[src/rtl/uart_rx_pkg.sv]
// -----------------------------------------------------------------------------
// uart_rx_pkg
// Shared definitions for the UART receive path: default geometry of the
// receive FIFO and the stored frame layout.
//
// Contents:
//   DEF_DEPTH     default number of frame entries in the receive FIFO
//   DEF_DATA_W    default data bits per frame
//   FLAG_W        number of per-frame error flags stored with the data
//   rx_frame_t    frame record at the default data width {data, perr, serr}
// -----------------------------------------------------------------------------
package uart_rx_pkg;

    localparam int DEF_DEPTH  = 8;
    localparam int DEF_DATA_W = 8;
    localparam int FLAG_W     = 2;

    // Field order matches the packed word written into FIFO storage:
    // data in the upper bits, parity flag, then stop flag in bit 0.
    typedef struct packed {
        logic [DEF_DATA_W-1:0] data;
        logic                  perr;
        logic                  serr;
    } rx_frame_t;

endpackage

[src/rtl/uart_rx_fifo_mem.sv]
// -----------------------------------------------------------------------------
// uart_rx_fifo_mem
// Frame storage for the UART receive FIFO: a plain register array with one
// synchronous write port and one asynchronous read port. Contents are not
// reset; the owner tracks which entries are valid.
//
// Ports:
//   clk      in   clock, writes on rising edge
//   wr_en    in   write strobe
//   wr_addr  in   write index
//   wr_data  in   word to store
//   rd_addr  in   read index
//   rd_data  out  word at rd_addr (combinational)
// -----------------------------------------------------------------------------
module uart_rx_fifo_mem #(
    parameter int DEPTH = 8,
    parameter int WIDTH = 10
) (
    input  logic                     clk,
    input  logic                     wr_en,
    input  logic [$clog2(DEPTH)-1:0] wr_addr,
    input  logic [WIDTH-1:0]         wr_data,
    input  logic [$clog2(DEPTH)-1:0] rd_addr,
    output logic [WIDTH-1:0]         rd_data
);

    logic [WIDTH-1:0] mem [DEPTH];

    always_ff @(posedge clk) begin
        if (wr_en) begin
            mem[wr_addr] <= wr_data;
        end
    end

    assign rd_data = mem[rd_addr];

endmodule

[src/rtl/uart_rx_fifo.sv]
// -----------------------------------------------------------------------------
// uart_rx_fifo
// Receive-side frame FIFO sitting behind a UART RX top. Each completed frame
// (data plus parity/stop error flags) is queued and presented to a consumer
// through a valid/ready head interface.
//
// Optional feature (macro UART_RX_FIFO_DROP_ERR_EN):
//   defined   - frames flagged with parity or stop error are discarded and
//               counted on err_drop_cnt (saturating 8-bit counter)
//   undefined - every frame is stored with its flags; no err_drop_cnt port
//
// Ports:
//   clk           in   clock
//   rst           in   asynchronous active-low reset
//   P_DATA        in   received data from RX top
//   data_valid    in   one-cycle pulse: frame on P_DATA/flags is complete
//   parity_error  in   parity flag, qualified by data_valid
//   stop_error    in   stop flag, qualified by data_valid
//   out_data      out  head-entry data
//   out_perr      out  head-entry parity flag
//   out_serr      out  head-entry stop flag
//   out_valid     out  head entry present
//   out_ready     in   consumer accepts head
//   count         out  number of entries held
//   full, empty   out  occupancy flags
//   overflow      out  sticky: a frame was lost because the FIFO was full
//   overflow_clr  in   clears overflow
//   err_drop_cnt  out  (macro only) number of discarded error frames
//
// Handshake: the head entry transfers on a rising edge where out_valid and
// out_ready are both high; out_valid never depends on out_ready, and
// out_ready while out_valid is low has no effect. The producer side has no
// back-pressure: data_valid is a push request that is either stored or, if
// the FIFO is full with no pop in the same cycle, dropped and flagged.
// -----------------------------------------------------------------------------
module uart_rx_fifo
    import uart_rx_pkg::*;
#(
    parameter int DEPTH  = DEF_DEPTH,
    parameter int DATA_W = DEF_DATA_W
) (
    input  logic                   clk,
    input  logic                   rst,
    input  logic [DATA_W-1:0]      P_DATA,
    input  logic                   data_valid,
    input  logic                   parity_error,
    input  logic                   stop_error,
    output logic [DATA_W-1:0]      out_data,
    output logic                   out_perr,
    output logic                   out_serr,
    output logic                   out_valid,
    input  logic                   out_ready,
    output logic [$clog2(DEPTH):0] count,
    output logic                   full,
    output logic                   empty,
    output logic                   overflow,
    input  logic                   overflow_clr
`ifdef UART_RX_FIFO_DROP_ERR_EN
    ,
    output logic [7:0]             err_drop_cnt
`endif
);

    localparam int AW      = $clog2(DEPTH);
    localparam int FRAME_W = DATA_W + FLAG_W;

    logic [AW-1:0]      wr_ptr;
    logic [AW-1:0]      rd_ptr;
    logic [FRAME_W-1:0] wr_frame;
    logic [FRAME_W-1:0] rd_frame;

    logic push_req;   // frame eligible for storage
    logic pop;
    logic wr_en;
    logic ovf_event;

`ifdef UART_RX_FIFO_DROP_ERR_EN
    logic err_frame;

    // Error frames are filtered before the full check, so they can never
    // cause an overflow.
    assign err_frame = data_valid & (parity_error | stop_error);
    assign push_req  = data_valid & ~(parity_error | stop_error);
`else
    assign push_req  = data_valid;
`endif

    assign empty     = (count == '0);
    assign full      = (count == (AW+1)'(DEPTH));
    assign out_valid = ~empty;
    assign pop       = out_valid & out_ready;

    // A pop in the same cycle frees the slot being written, so a full FIFO
    // still accepts the push.
    assign wr_en     = push_req & (~full | pop);
    assign ovf_event = push_req & full & ~pop;

    assign wr_frame  = {P_DATA, parity_error, stop_error};

    uart_rx_fifo_mem #(
        .DEPTH (DEPTH),
        .WIDTH (FRAME_W)
    ) u_mem (
        .clk     (clk),
        .wr_en   (wr_en),
        .wr_addr (wr_ptr),
        .wr_data (wr_frame),
        .rd_addr (rd_ptr),
        .rd_data (rd_frame)
    );

    assign out_data = rd_frame[FRAME_W-1:FLAG_W];
    assign out_perr = rd_frame[1];
    assign out_serr = rd_frame[0];

    // Pointers are AW bits wide and wrap by overflow of the addition.
    always_ff @(posedge clk or negedge rst) begin
        if (!rst) begin
            wr_ptr <= '0;
            rd_ptr <= '0;
            count  <= '0;
        end else begin
            if (wr_en) begin
                wr_ptr <= wr_ptr + 1'b1;
            end
            if (pop) begin
                rd_ptr <= rd_ptr + 1'b1;
            end
            if (wr_en && !pop) begin
                count <= count + 1'b1;
            end else if (pop && !wr_en) begin
                count <= count - 1'b1;
            end
        end
    end

    // A new overflow event takes priority over a simultaneous clear.
    always_ff @(posedge clk or negedge rst) begin
        if (!rst) begin
            overflow <= 1'b0;
        end else if (ovf_event) begin
            overflow <= 1'b1;
        end else if (overflow_clr) begin
            overflow <= 1'b0;
        end
    end

`ifdef UART_RX_FIFO_DROP_ERR_EN
    always_ff @(posedge clk or negedge rst) begin
        if (!rst) begin
            err_drop_cnt <= '0;
        end else if (err_frame && (err_drop_cnt != 8'hFF)) begin
            err_drop_cnt <= err_drop_cnt + 1'b1;
        end
    end
`endif

endmodule

[config.mk]
export PLATFORM = sky130hd
export DESIGN_NAME = uart_rx_fifo
export DESIGN_NICKNAME = d
export VERILOG_FILES = /design/src/rtl/uart_rx_pkg.sv /design/src/rtl/uart_rx_fifo_mem.sv /design/src/rtl/uart_rx_fifo.sv
export SDC_FILE = /design/constraint.sdc
export NUM_CORES = 1
export LEC_CHECK = 0
export ABC_AREA = 1
export BUFFER_PORTS_ARGS = -buffer_cell sky130_fd_sc_hd__buf_4
export CORE_MARGIN = 1
export CORE_UTILIZATION = 29
export CTS_CLUSTER_SIZE = 40
export DETAILED_ROUTE_END_ITERATION = 8
export SETUP_SLACK_MARGIN = 0.15
export SKIP_LAST_GASP = 1
export SLEW_MARGIN = 20
export SYNTH_ARGS = -nofsm -noshare
export SYNTH_HDL_FRONTEND = slang
export SYNTH_SLANG_ARGS = --single-unit
[constraint.sdc]
create_clock -name clk -period 2.25 [get_ports clk]
set_input_delay 0.225 -clock clk [delete_from_list [all_inputs] [get_ports clk]]
set_output_delay 0.225 -clock clk [all_outputs]
set_load 0.01 [all_outputs]
Word level (Yosys, flattened, before mapping). Memories as Yosys holds them, arrays and structs flattened. Cells that the tools add are included.

Register bits: 11. Memory bits (writable): 80. Input port bits: 15. Output and inout bits: 18. Memories: 1.

Memories: u_mem.mem (words 8, bits a word 10, read ports 1, clocked after Yosys merged registers in 0, write ports 1, RTL line uart_rx_fifo_mem.sv:27) `logic [WIDTH-1:0] mem [DEPTH];`.

Add/subtract/negate cells: 4. Equal/unequal tests: 1. Mux-type cells: 6. Bitwise operators: 8. Reduce and logical (&&, ||, !) cells: 7.

Operators with widths (number): 4-bit 2-to-1 mux (2); 3-bit by 1-bit adder with 3-bit output (second input constant) (2); 4-bit by 1-bit adder with 4-bit output (second input constant) (1); 1-bit AND (4); 4-bit == test (second input constant) (1); 4-bit zero test (1); 1-bit 2-to-1 mux (4); 2-bit nonzero test (2); 4-bit by 1-bit subtractor with 4-bit output (second input constant) (1); 1-bit NOT (3); 1-bit logical AND (2); 1-bit zero test (2); 1-bit OR (1).

Logic depth before layout (Yosys ltp). Gate-level depths: netlist (run 1).

Word-level depth: 9. Mapped depth: 13. Mapped depth without buffers: 13.

By module. Synthesis (run 1) repeated with hierarchy kept, for this count alone.

Cell total of the unflattened synthesis: 438. Area total of the unflattened synthesis: 4279.1 um^2.

Modules (own cells, without submodules): uart_rx_fifo_mem (instances 1, cells an instance 364, area an instance 3613.5 um^2); uart_rx_fifo (instances 1, cells an instance 74, area an instance 665.6 um^2).

Worst setup path before layout (run 1). Ideal clock, no wire load.

Path type: reg-to-reg. From: register count[0]. To: register count[3]. Setup time: 0.117 ns. Data arrival time: 2.047 ns. Data required time: 2.133 ns. Setup slack: 0.085 ns. Cell stages (with the launch flop): 13. Clock period less this slack: 2.165 ns. Path through: dfrtp_1 -> nor2_2 -> nand4_2 -> nand2_2 -> inv_1 -> ha_1 -> inv_1 -> ha_1 -> or2_2 -> nand2_1 -> nand2_1 -> nand3_1 -> nand2_1.

Longest elaborated chain between the ends: 8. Elaborated cells between the ends (all ways): 16.

Ends and longest elaborated chain: from (decl) (RTL line uart_rx_fifo.sv:53) `output logic [$clog2(DEPTH):0] count,`; from (signal assigned) (RTL line uart_rx_fifo.sv:130) `count <= count + 1'b1;`; from (signal assigned) (RTL line uart_rx_fifo.sv:132) `count <= count - 1'b1;`; 4-bit zero test (RTL line uart_rx_fifo.sv:88) `assign empty = (count == '0);`; 1-bit NOT (RTL line uart_rx_fifo.sv:90) `assign out_valid = ~empty;`; 1-bit AND (RTL line uart_rx_fifo.sv:91) `assign pop = out_valid & out_ready;`; 1-bit OR (*) (RTL line uart_rx_fifo.sv:95) `assign wr_en = push_req & (~full | pop);`; 1-bit AND (*) (RTL line uart_rx_fifo.sv:95); net u_mem.wr_en (RTL line uart_rx_fifo_mem.sv:20) `input logic wr_en,`; 1-bit zero test (RTL line uart_rx_fifo.sv:131) `end else if (pop && !wr_en) begin`; 1-bit logical AND (RTL line uart_rx_fifo.sv:131); 2-bit nonzero test (no line).

The timed path passes the listed nets; every way through them passes the cells marked *. The select of a mux whose other input is x is not followed. A chain may end at the register's enable or synchronous reset.

Worst setup path after layout (run 1).
From: register count[2]. To: register count[3].

The elaborated chain is that of the path after synthesis.

==> flow_metrics.py, run 1 <==
metrics = {
    "worst_setup_path": {
        "cp-start-kind": "register",
        "reg2reg_to": "count[3]$_DFFE_PN0P_",
        "crit_path_end": "count[3]$_DFFE_PN0P_",
        "r2r_start": "count[2]$_DFFE_PN0P_",
        "crit_start": "count[2]$_DFFE_PN0P_",
        "crit_type": "reg2reg",
        "critPathRequiredTime_ps": 2480,
        "r2r_setup_slack_ps": 220,
        "worstRegToRegCells": 12,
        "crit_path_max_fanout": 4,
        "crit_path_end_kind": "register",
        "worstPathArrival_ps": 2260,
    },
    "sta": {
        "clock_skew_ps": 6.720,
        "fmaxAchievable_mhz": 493.7,
        "setup_viol": 0,
        "min_period_ps": 2026,
        "slew_headroom_pct": 73.81,
        "worst_hold_slack_ps": 74.50,
        "drv_slew": 0,
        "tns_ps": 0,
        "period_share_pct": 90.02,
        "final.setup.worst_slack_ps": 224.5,
        "final_hold_viol_count": 0,
        "worst_pin_slew_ps": 390.4,
        "rsz0062_at_grt": "yes",
    },
    "clock_network": {
        "htreeDepth": 3,
        "clockRootBuffer": "clkbuf_16",
        "cts_tree": "done",
        "cts_buffers": 9,
        "worstSkewPairLatency_ps": 340,
        "clock_path_buffers": 2,
        "cts_sinks": 91,
        "clk_pin_slew_ps": 60,
    },
    "run_status": {
        "outcome": "completed",
    },
    "placed_design": {
        "io_buffers": 32,
        "gp_congestion": 0.7422,
        "place_ws_ps": 56.77,
        "place_hpwl_um": 5244,
    },
    "cells_and_area": {
        "area_growth_pct": 23.33,
        "drive_gt1_share_pct": 18.55,
        "final_nets": 431,
        "num_antenna_cells": 0,
    },
    "power_and_ir_drop": {
        "pwr_density_cell_nw_per_um2": 1310,
        "p_leak_nw": 1.928,
        "irDropWorstVdd_mv": 0.6284,
        "report.power.total_mw": 6.256,
    },
    "floorplanning": {
        "rows": 41,
        "core_um2": 12820,
        "die_h_um": 117.6,
        "start_util_pct": 30.20,
        "io_pins": 33,
        "die_x_um": 117.6,
        "die-area_um2": 13820,
    },
    "synth": {
        "yosysSeqAreaShare_pct": 69.14,
        "ys.flop_type": "edfxtp_1",
        "yosysTopAreaCellShare_pct": 62.04,
        "synth_area_per_cell_um2": 10.76,
        "synthTopCellsByCount": "nand2_1, edfxtp_1, nor2_1, o21ai_0, o21ai_1",
        "yosysWarnings": 0,
        "ys_types": 24,
        "synthTopCellsByArea": "edfxtp_1, nand2_1, dfrtp_1",
        "synth_top_cell_by_area": "edfxtp_1",
        "ys_async_sr_fraction_pct": 12.09,
        "synth-seq-cells": 91,
        "syn-num-nets": 381,
        "synth_edf_count": 80,
        "yosysMostFrequentCell": "nand2_1",
        "syn_area_um2": 3872,
        "syn_inst": 360,
    },
    "worst_hold_path": {
        "hold_depth": 2,
        "hp-class": "in2reg",
    },
    "global_route": {
        "grt_use_total_pct": 13.02,
        "grt_max_degree": 42,
        "antenna_found_initial": 0,
        "first_global_vias": 2720,
        "grt_pass1_wl_um": 13890,
        "overflow": 0,
    },
    "run": {
        "drv_cap": 0,
    },
    "route": {
        "via_per_inst": 4.533,
        "remaining_drc_errors": 0,
        "route.vias.total": 2661,
        "antenna_left": 0,
        "drt_iter0_markers": 172,
        "first_pass_iters": 4,
        "wl_per_cell_um": 14.62,
        "wirelength_um": 8582,
    },
}
-- power breakdown --
part	switching, mW	total [mW]	leakage (nW)	internal (mW)
Clock	0.620	1.48	0.144	0.863
Combinational	1.54	2.50	0.924	0.959
Sequential	0.138	2.27	0.859	2.14
Total	2.30	6.26	1.93	3.96
-- final cells by class --
type	count	area (um^2)
Fill cell	1276	8049
Sequential cell	91	2680
Multi-Input combinational cell	238	1106
Timing Repair Buffer	52	409.1
Clock buffer	10	229.0
Tap cell	172	215.2
Inverter	18	71.32
Clock inverter	6	65.06
-- repair_timing --
item	in CTS	in global routing
hold endpoints to repair	11	0
setup buffers	1	3
pin swaps	1	1
endpoints found under the setup margin	2	3
cloned	0	0
gates resized for setup	3	4
hold buffers	1	0
-- how the worst min path moves through the flow --
| stage | start | to | slack (ps) |
|---|---|---|---|
| global placement | rst | wr_ptr[0]$_DFFE_PN0P_ | 70 |
| detailed placement | rst | overflow$_DFFE_PN0P_ | 80 |
| global route | overflow_clr | overflow$_DFFE_PN0P_ | 90 |
| floorplan | rst | count[0]$_DFFE_PN0P_ | -70 |
| finish | overflow_clr | overflow$_DFFE_PN0P_ | 70 |
| CTS | overflow_clr | overflow$_DFFE_PN0P_ | 70 |
-- cell usage in the layout, fill, tap and decap left out, types with 2 or more instances in the layout --
cell	netlist	routed
inv_1	16	14
ha_1	5	4
o21ai_0	23	23
nand3_1	7	7
nand2_1	141	141
nor3_1	4	4
clkinv_1	1	2
o21ai_1	20	20
inv_2	1	2
clkinv_4	0	2
buf_4	0	49
edfxtp_1	80	80
nor2_1	26	26
xnor2_1	3	3
dfrtp_1	11	9
clkbuf_16	0	9
dfrtp_2	0	2
-- worst max-delay path, stage by stage (launching register included) --
cell,delay (ps)
dfrtp_1,430
inv_1,190
nand4_4,120
nand2_2,100
inv_1,40
ha_1,210
inv_2,110
ha_4,220
or2_2,270
nand2_1,60
nand2_1,40
nand3_1,70
nand2_1,50
-- per-stage QoR --
stage,util [%],instance area [um^2],std cells
final,37.24,4776,587
after floorplan,-,3880,360
after global placement,34.31,4400,566
after global routing,37.24,4776,587
after CTS,36.84,4725,584
after detailed placement,34.31,4400,566
-- kinds of logic after synthesis --
kind of cell    synth area share (%)
flops                          69.14
fa+ha+maj                      2.132
buf+inv                        3.295
simple gates                   18.84
compound gates                 5.687
xor+xnor                      0.9049
-- sequential cells by signal (all words and copies together), names as in the netlist --
signal / count
count: 4
overflow: 1
rd_ptr: 3
u_mem.mem: 80
wr_ptr: 3
-- per-layer routing --
layer,vias up,routed length (um),global-route usage [%]
li1,1305,-,-
met1,1281,4141,17.24
met2,62,3897,20.38
met3,13,388,3.876
met4,0,154,4.247
met5,-,0,0
Power figures use the tool's default switching activity.
==> run 2, diff against run 1 <==
==> constraint.sdc (replaced) <==
create_clock -name clk -period 2.25 [get_ports clk]
set_input_delay 0.1125 -clock clk [delete_from_list [all_inputs] [get_ports clk]]
set_output_delay 0.1125 -clock clk [all_outputs]
set_load 0.01 [all_outputs]
==> run 2 against run 1 <==
Net effect: combinational power is 3% higher; first-iteration DRC count is 6.4% higher; sequential share of layout area shrank 0.69 points; clock power is essentially flat; cell area rose by 1.3%; count of clock-buffer cells in the layout stayed put; power up 1.1%; clock skew hardly changed; critical endpoint unchanged; largest cell class unchanged.
==> flow_metrics.py, run 2 (synthesis gave the netlist of run 1 again) <==
metrics = {
    "global_route": {
        "grt_max_degree": 42,
        "grt_pass1_wl_um": 13900,
        "grt_use_total_pct": 13.13,
        "antenna_found_initial": 0,
        "overflow": 0,
        "first_global_vias": 2629,
    },
    "placed_design": {
        "gp_congestion": 0.7516,
        "io_buffers": 32,
        "place_hpwl_um": 5343,
        "place_area_um2": 4400,
    },
    "clock_network": {
        "htreeDepth": 3,
        "clk_pin_slew_ps": 70,
        "clockRootBuffer": "clkbuf_16",
        "clock_path_buffers": 2,
        "cts_buffers": 9,
        "worstSkewPairLatency_ps": 330,
        "cts_sinks": 91,
        "cts_tree": "done",
    },
    "sta": {
        "slew_headroom_pct": 60.15,
        "tns_ps": 0,
        "period_share_pct": 88.68,
        "fmaxAchievable_mhz": 501.2,
        "final_hold_viol_count": 0,
        "min_period_ps": 1995,
        "rsz0062_at_grt": "no",
        "drv_slew": 0,
        "clock_skew_ps": 6.965,
        "setup_viol": 0,
        "worst_pin_slew_ps": 597.1,
    },
    "route": {
        "route.vias.total": 2693,
        "wl_per_cell_um": 14.75,
        "antenna_left": 0,
        "remaining_drc_errors": 0,
        "first_pass_iters": 4,
        "drt_iter0_markers": 183,
        "wirelength_um": 8744,
        "via_per_inst": 4.541,
    },
    "cells_and_area": {
        "design_area_um2": 4837,
        "num_antenna_cells": 0,
        "final_cell_mix": "nand2_1, edfxtp_1, buf_4",
        "nFillCells": 1260,
        "final_util_pct": 37.72,
        "reg_top3": "u_mem.mem x80, count x4",
        "final_common_cell": "nand2_1",
        "area_growth_pct": 24.91,
        "largest_reg_flops": 80,
        "final_nets": 437,
        "drive_gt1_share_pct": 19.95,
        "top_register": "u_mem.mem",
    },
    "floorplanning": {
        "die_x_um": 117.6,
        "rows": 41,
        "die_h_um": 117.6,
        "die-area_um2": 13820,
        "start_util_pct": 30.20,
        "io_pins": 33,
        "core_um2": 12820,
    },
    "worst_hold_path": {
        "hp-class": "in2reg",
    },
    "worst_setup_path": {
        "r2r_setup_slack_ps": 250,
        "crit_path_end_kind": "register",
        "crit_path_max_fanout": 4,
        "critPathRequiredTime_ps": 2480,
        "cp-start-kind": "register",
        "worstPathArrival_ps": 2220,
        "crit_type": "reg2reg",
    },
    "power_and_ir_drop": {
        "irDropWorstVdd_mv": 0.7005,
        "report.power.total_mw": 6.324,
        "p_leak_nw": 1.955,
        "pwr_density_cell_nw_per_um2": 1307,
    },
    "run_status": {
        "outcome": "completed",
    },
    "run": {
        "drv_cap": 0,
    },
}
-- run 2: cell types whose count changed in the layout (fill, tap and decap cells not counted), sizes merged --
cell and delta:
inv +2, dlygate4sd3 +1, buf +5, clkinv -2
-- run 2: repair_timing --
item                                    CTS  global route
endpoints found under the hold margin    12             0
resized for setup                         6             6
hold buffers                              2             0
endpoints found under the setup margin    1             1
buffers inserted                          2             7
pin swaps                                 1             2
-- run 2: per-layer routing --
layer  vias to the layer above  share of wire (%)  global-route usage, %  wire, um
met1                      1298                 45                  17.02      3941
met2                        71                 47                  21.23      4153
met5                         -                  0                      0         0
met3                         8                6.3                  3.876       550
met4                         0                1.1                  3.766        98
li1                       1316                  -                      -         -
-- run 2: per-stage QoR --
step | cells | worst slack, ps | hold slack [ps]
2_1_floorplan | 360 | 151.0 | -183.1
3_3_place_gp | 566 | 124.2 | -42.23
3_5_place_dp | 566 | 45.55 | -38.67
4_1_cts | 586 | 203.9 | 3.909
5_1_grt | 593 | 125.8 | 6.446
6_report | 593 | 254.8 | 11.74
-- run 2: cell type report --
cell class | count | area (um^2) | share of cell area (%)
Inverter | 18 | 72.57 | 1.500
Multi-Input combinational cell | 238 | 1119 | 23.12
Sequential cell | 91 | 2681 | 55.43
Timing Repair Buffer | 58 | 456.7 | 9.441
Clock inverter | 6 | 63.81 | 1.319
Clock buffer | 10 | 229.0 | 4.734
Tap cell | 172 | 215.2 | 4.449
-- run 2: path summary, 6_finish.rpt --
kind / startpoint / end / depth (start not counted)
min: P_DATA[1] / u_mem.mem[2][3]$_DFFE_PP_ / 1
max in group asynchronous: rst / count[0]$_DFFE_PN0P_ / 2
min reg2reg: wr_ptr[0]$_DFFE_PN0P_ / wr_ptr[0]$_DFFE_PN0P_ / 2
min in group asynchronous: rst / overflow$_DFFE_PN0P_ / 2
max: count[1]$_DFFE_PN0P_ / count[3]$_DFFE_PN0P_ / 12
max reg2reg: count[1]$_DFFE_PN0P_ / count[3]$_DFFE_PN0P_ / 12
-- run 2: report_power, final --
group | internal [mW] | switching [mW] | leakage [nW]
clock | 0.863 | 0.620 | 0.141
sequential | 2.14 | 0.136 | 0.858
combinational | 1.01 | 1.56 | 0.956
-- run 2: worst max-delay path, stage by stage, from the launching register on --
cell,delay [ps]
dfrtp_2,430
nor2_4,180
buf_6,130
nand3_4,80
nand2_4,100
ha_4,150
inv_4,50
ha_4,220
or2_2,270
nand2_1,80
nand2_1,60
nand3_1,80
nand2_1,60
==> run 3, diff against run 2 <==
--- a/config.mk
+++ b/config.mk
@@ -7,10 +7,13 @@
 export LEC_CHECK = 0
 export ABC_AREA = 1
 export BUFFER_PORTS_ARGS = -buffer_cell sky130_fd_sc_hd__buf_4
+export CELL_PAD_IN_SITES_DETAIL_PLACEMENT = 0
+export CELL_PAD_IN_SITES_GLOBAL_PLACEMENT = 1
 export CORE_MARGIN = 1
 export CORE_UTILIZATION = 29
 export CTS_CLUSTER_SIZE = 40
 export DETAILED_ROUTE_END_ITERATION = 8
+export PLACE_DENSITY_LB_ADDON = 0.1
 export SETUP_SLACK_MARGIN = 0.15
 export SKIP_LAST_GASP = 1
 export SLEW_MARGIN = 20
==> run 3 against run 2 <==
Net effect: routed wire length increased by 8.6%; via count decreased by 2.0%; worst hold slack about the same; cell area decreased by 1.5%; register-to-register slack got worse by 20 ps; largest power group unchanged; highest routed layer unchanged.
==> flow_metrics.py, run 3 (synthesis gave the netlist of run 1 again) <==
metrics = {
    "run_status": {
        "outcome": "completed",
    },
    "sta": {
        "setup_viol": 0,
        "tns_ps": 0,
        "final.setup.worst_slack_ps": 237.4,
        "period_share_pct": 89.45,
        "rsz0062_at_grt": "yes",
        "min_period_ps": 2013,
        "drv_slew": 0,
        "fmaxAchievable_mhz": 496.9,
        "clock_skew_ps": 4.813,
        "worst_pin_slew_ps": 929.0,
        "final_hold_viol_count": 0,
        "slew_headroom_pct": 37.73,
    },
    "floorplanning": {
        "rows": 41,
        "die_x_um": 117.6,
        "die_h_um": 117.6,
        "io_pins": 33,
        "start_util_pct": 30.20,
        "core_um2": 12820,
        "die-area_um2": 13820,
    },
    "power_and_ir_drop": {
        "pwr_density_cell_nw_per_um2": 1286,
        "p_leak_nw": 1.924,
        "irDropWorstVdd_mv": 0.4811,
    },
    "clock_network": {
        "clk_pin_slew_ps": 60,
        "cts_sinks": 91,
        "worstSkewPairLatency_ps": 340,
        "htreeDepth": 3,
        "cts_buffers": 9,
        "clockRootBuffer": "clkbuf_16",
        "clock_path_buffers": 2,
        "cts_tree": "done",
    },
    "cells_and_area": {
        "final_cell_mix": "nand2_1, edfxtp_1, buf_4",
        "final_common_cell": "nand2_1",
        "top_register": "u_mem.mem",
        "multiInputGateArea_um2": 1116,
        "reg_top3": "u_mem.mem x80, count x4",
        "final_nets": 434,
        "final-seq-area_um2": 2681,
        "num_antenna_cells": 0,
        "nFillCells": 1315,
        "largest_reg_flops": 80,
        "drive_gt1_share_pct": 18.23,
        "area_growth_pct": 23.04,
    },
    "worst_hold_path": {
        "min_to": "u_mem.mem[3][5]$_DFFE_PP_",
        "hold_depth": 1,
        "hp-class": "in2reg",
        "min_from": "P_DATA[3]",
    },
    "worst_setup_path": {
        "reg2reg_to": "count[3]$_DFFE_PN0P_",
        "cp-start-kind": "register",
        "crit_path_end_kind": "register",
        "worstRegToRegCells": 12,
        "critPathRequiredTime_ps": 2490,
        "r2r_start": "count[0]$_DFFE_PN0P_",
        "r2r_setup_slack_ps": 240,
        "crit_start": "count[0]$_DFFE_PN0P_",
        "crit_path_max_fanout": 4,
        "crit_type": "reg2reg",
        "worstPathArrival_ps": 2250,
    },
    "route": {
        "route.vias.total": 2639,
        "drt_iter0_markers": 134,
        "wirelength_um": 9497,
        "via_per_inst": 4.480,
        "wl_per_cell_um": 16.12,
        "remaining_drc_errors": 0,
        "antenna_left": 0,
        "first_pass_iters": 5,
    },
    "global_route": {
        "grt_use_total_pct": 14.78,
        "grt_pass1_wl_um": 14860,
        "first_global_vias": 2660,
        "antenna_found_initial": 0,
        "grt_max_degree": 42,
        "overflow": 0,
    },
    "placed_design": {
        "gp_congestion": 0.7980,
        "io_buffers": 32,
        "place_hpwl_um": 5876,
        "place_ws_ps": 94.52,
    },
    "run": {
        "drv_cap": 0,
    },
}
[run 3: cell count changes in the layout (fill, tap and decap cells not counted), sizes merged]
cell / previous run / this run
buf: 56 / 52
inv: 19 / 17
bufinv: 1 / 0
clkbuf: 10 / 11
clkinv: 3 / 4
dlygate4sd3: 2 / 3
[run 3: routing by layer]
metal	vias to the layer above	global-route usage (%)	part of all wire [%]
li1	1311	-	-
met1	1271	18.46	46
met2	44	24.93	49
met3	13	3.488	3.2
met4	0	5.288	1.5
met5	-	0	0
[run 3: how the worst max path moves through the flow]
stage / to / cells past startpoint
after floorplan: count[3]$_DFFE_PN0P_ / 12
after global placement: count[3]$_DFFE_PN0P_ / 12
after detailed placement: count[3]$_DFFE_PN0P_ / 12
after CTS: count[3]$_DFFE_PN0P_ / 11
after global routing: count[3]$_DFFE_PN0P_ / 12
final: count[3]$_DFFE_PN0P_ / 12
[run 3: critical path: stages (launching register included)]
cell	delay, ps
dfrtp_2	420
nor2_4	170
nand4_2	140
nand2_4	90
inv_1	40
ha_1	190
inv_1	70
ha_1	270
or2_2	290
nand2_1	70
nand2_1	40
nand3_1	70
nand2_1	50
[run 3: timing repair]
action	in CTS	in global routing
buffers inserted	2	2
hold buffers	3	0
pin swaps	1	1
endpoints found under the setup margin	1	6
hold endpoints to repair	20	0
gates resized for setup	1	4
[run 3: layout make-up]
class | instances | share of cell area, %
clock buffer | 11 | 4.884
clock inverter | 4 | 0.3939
inverter | 18 | 1.418
multi-input combinational | 238 | 23.42
sequential | 91 | 56.28
tap | 172 | 4.517
timing repair buffer | 55 | 9.086
[run 3: metrics by stage]
step	std cells	power [mW]	hold slack [ps]	area [um^2]	util [%]
final	589	6.127	11.35	4765	37.15
after global routing	589	6.611	6.892	4765	37.15
after CTS	587	6.192	1.432	4730	36.88
after detailed placement	567	4.831	-34.26	4428	34.53
after global placement	567	4.841	-33.35	4428	34.53
after floorplan	360	3.782	-183.1	3880	-
[run 3: power by group]
| part | leakage, nW | switching, mW | internal (mW) |
|---|---|---|---|
| combinational | 0.947 | 1.58 | 0.949 |
| clock | 0.118 | 0.598 | 0.732 |
| sequential | 0.858 | 0.125 | 2.14 |
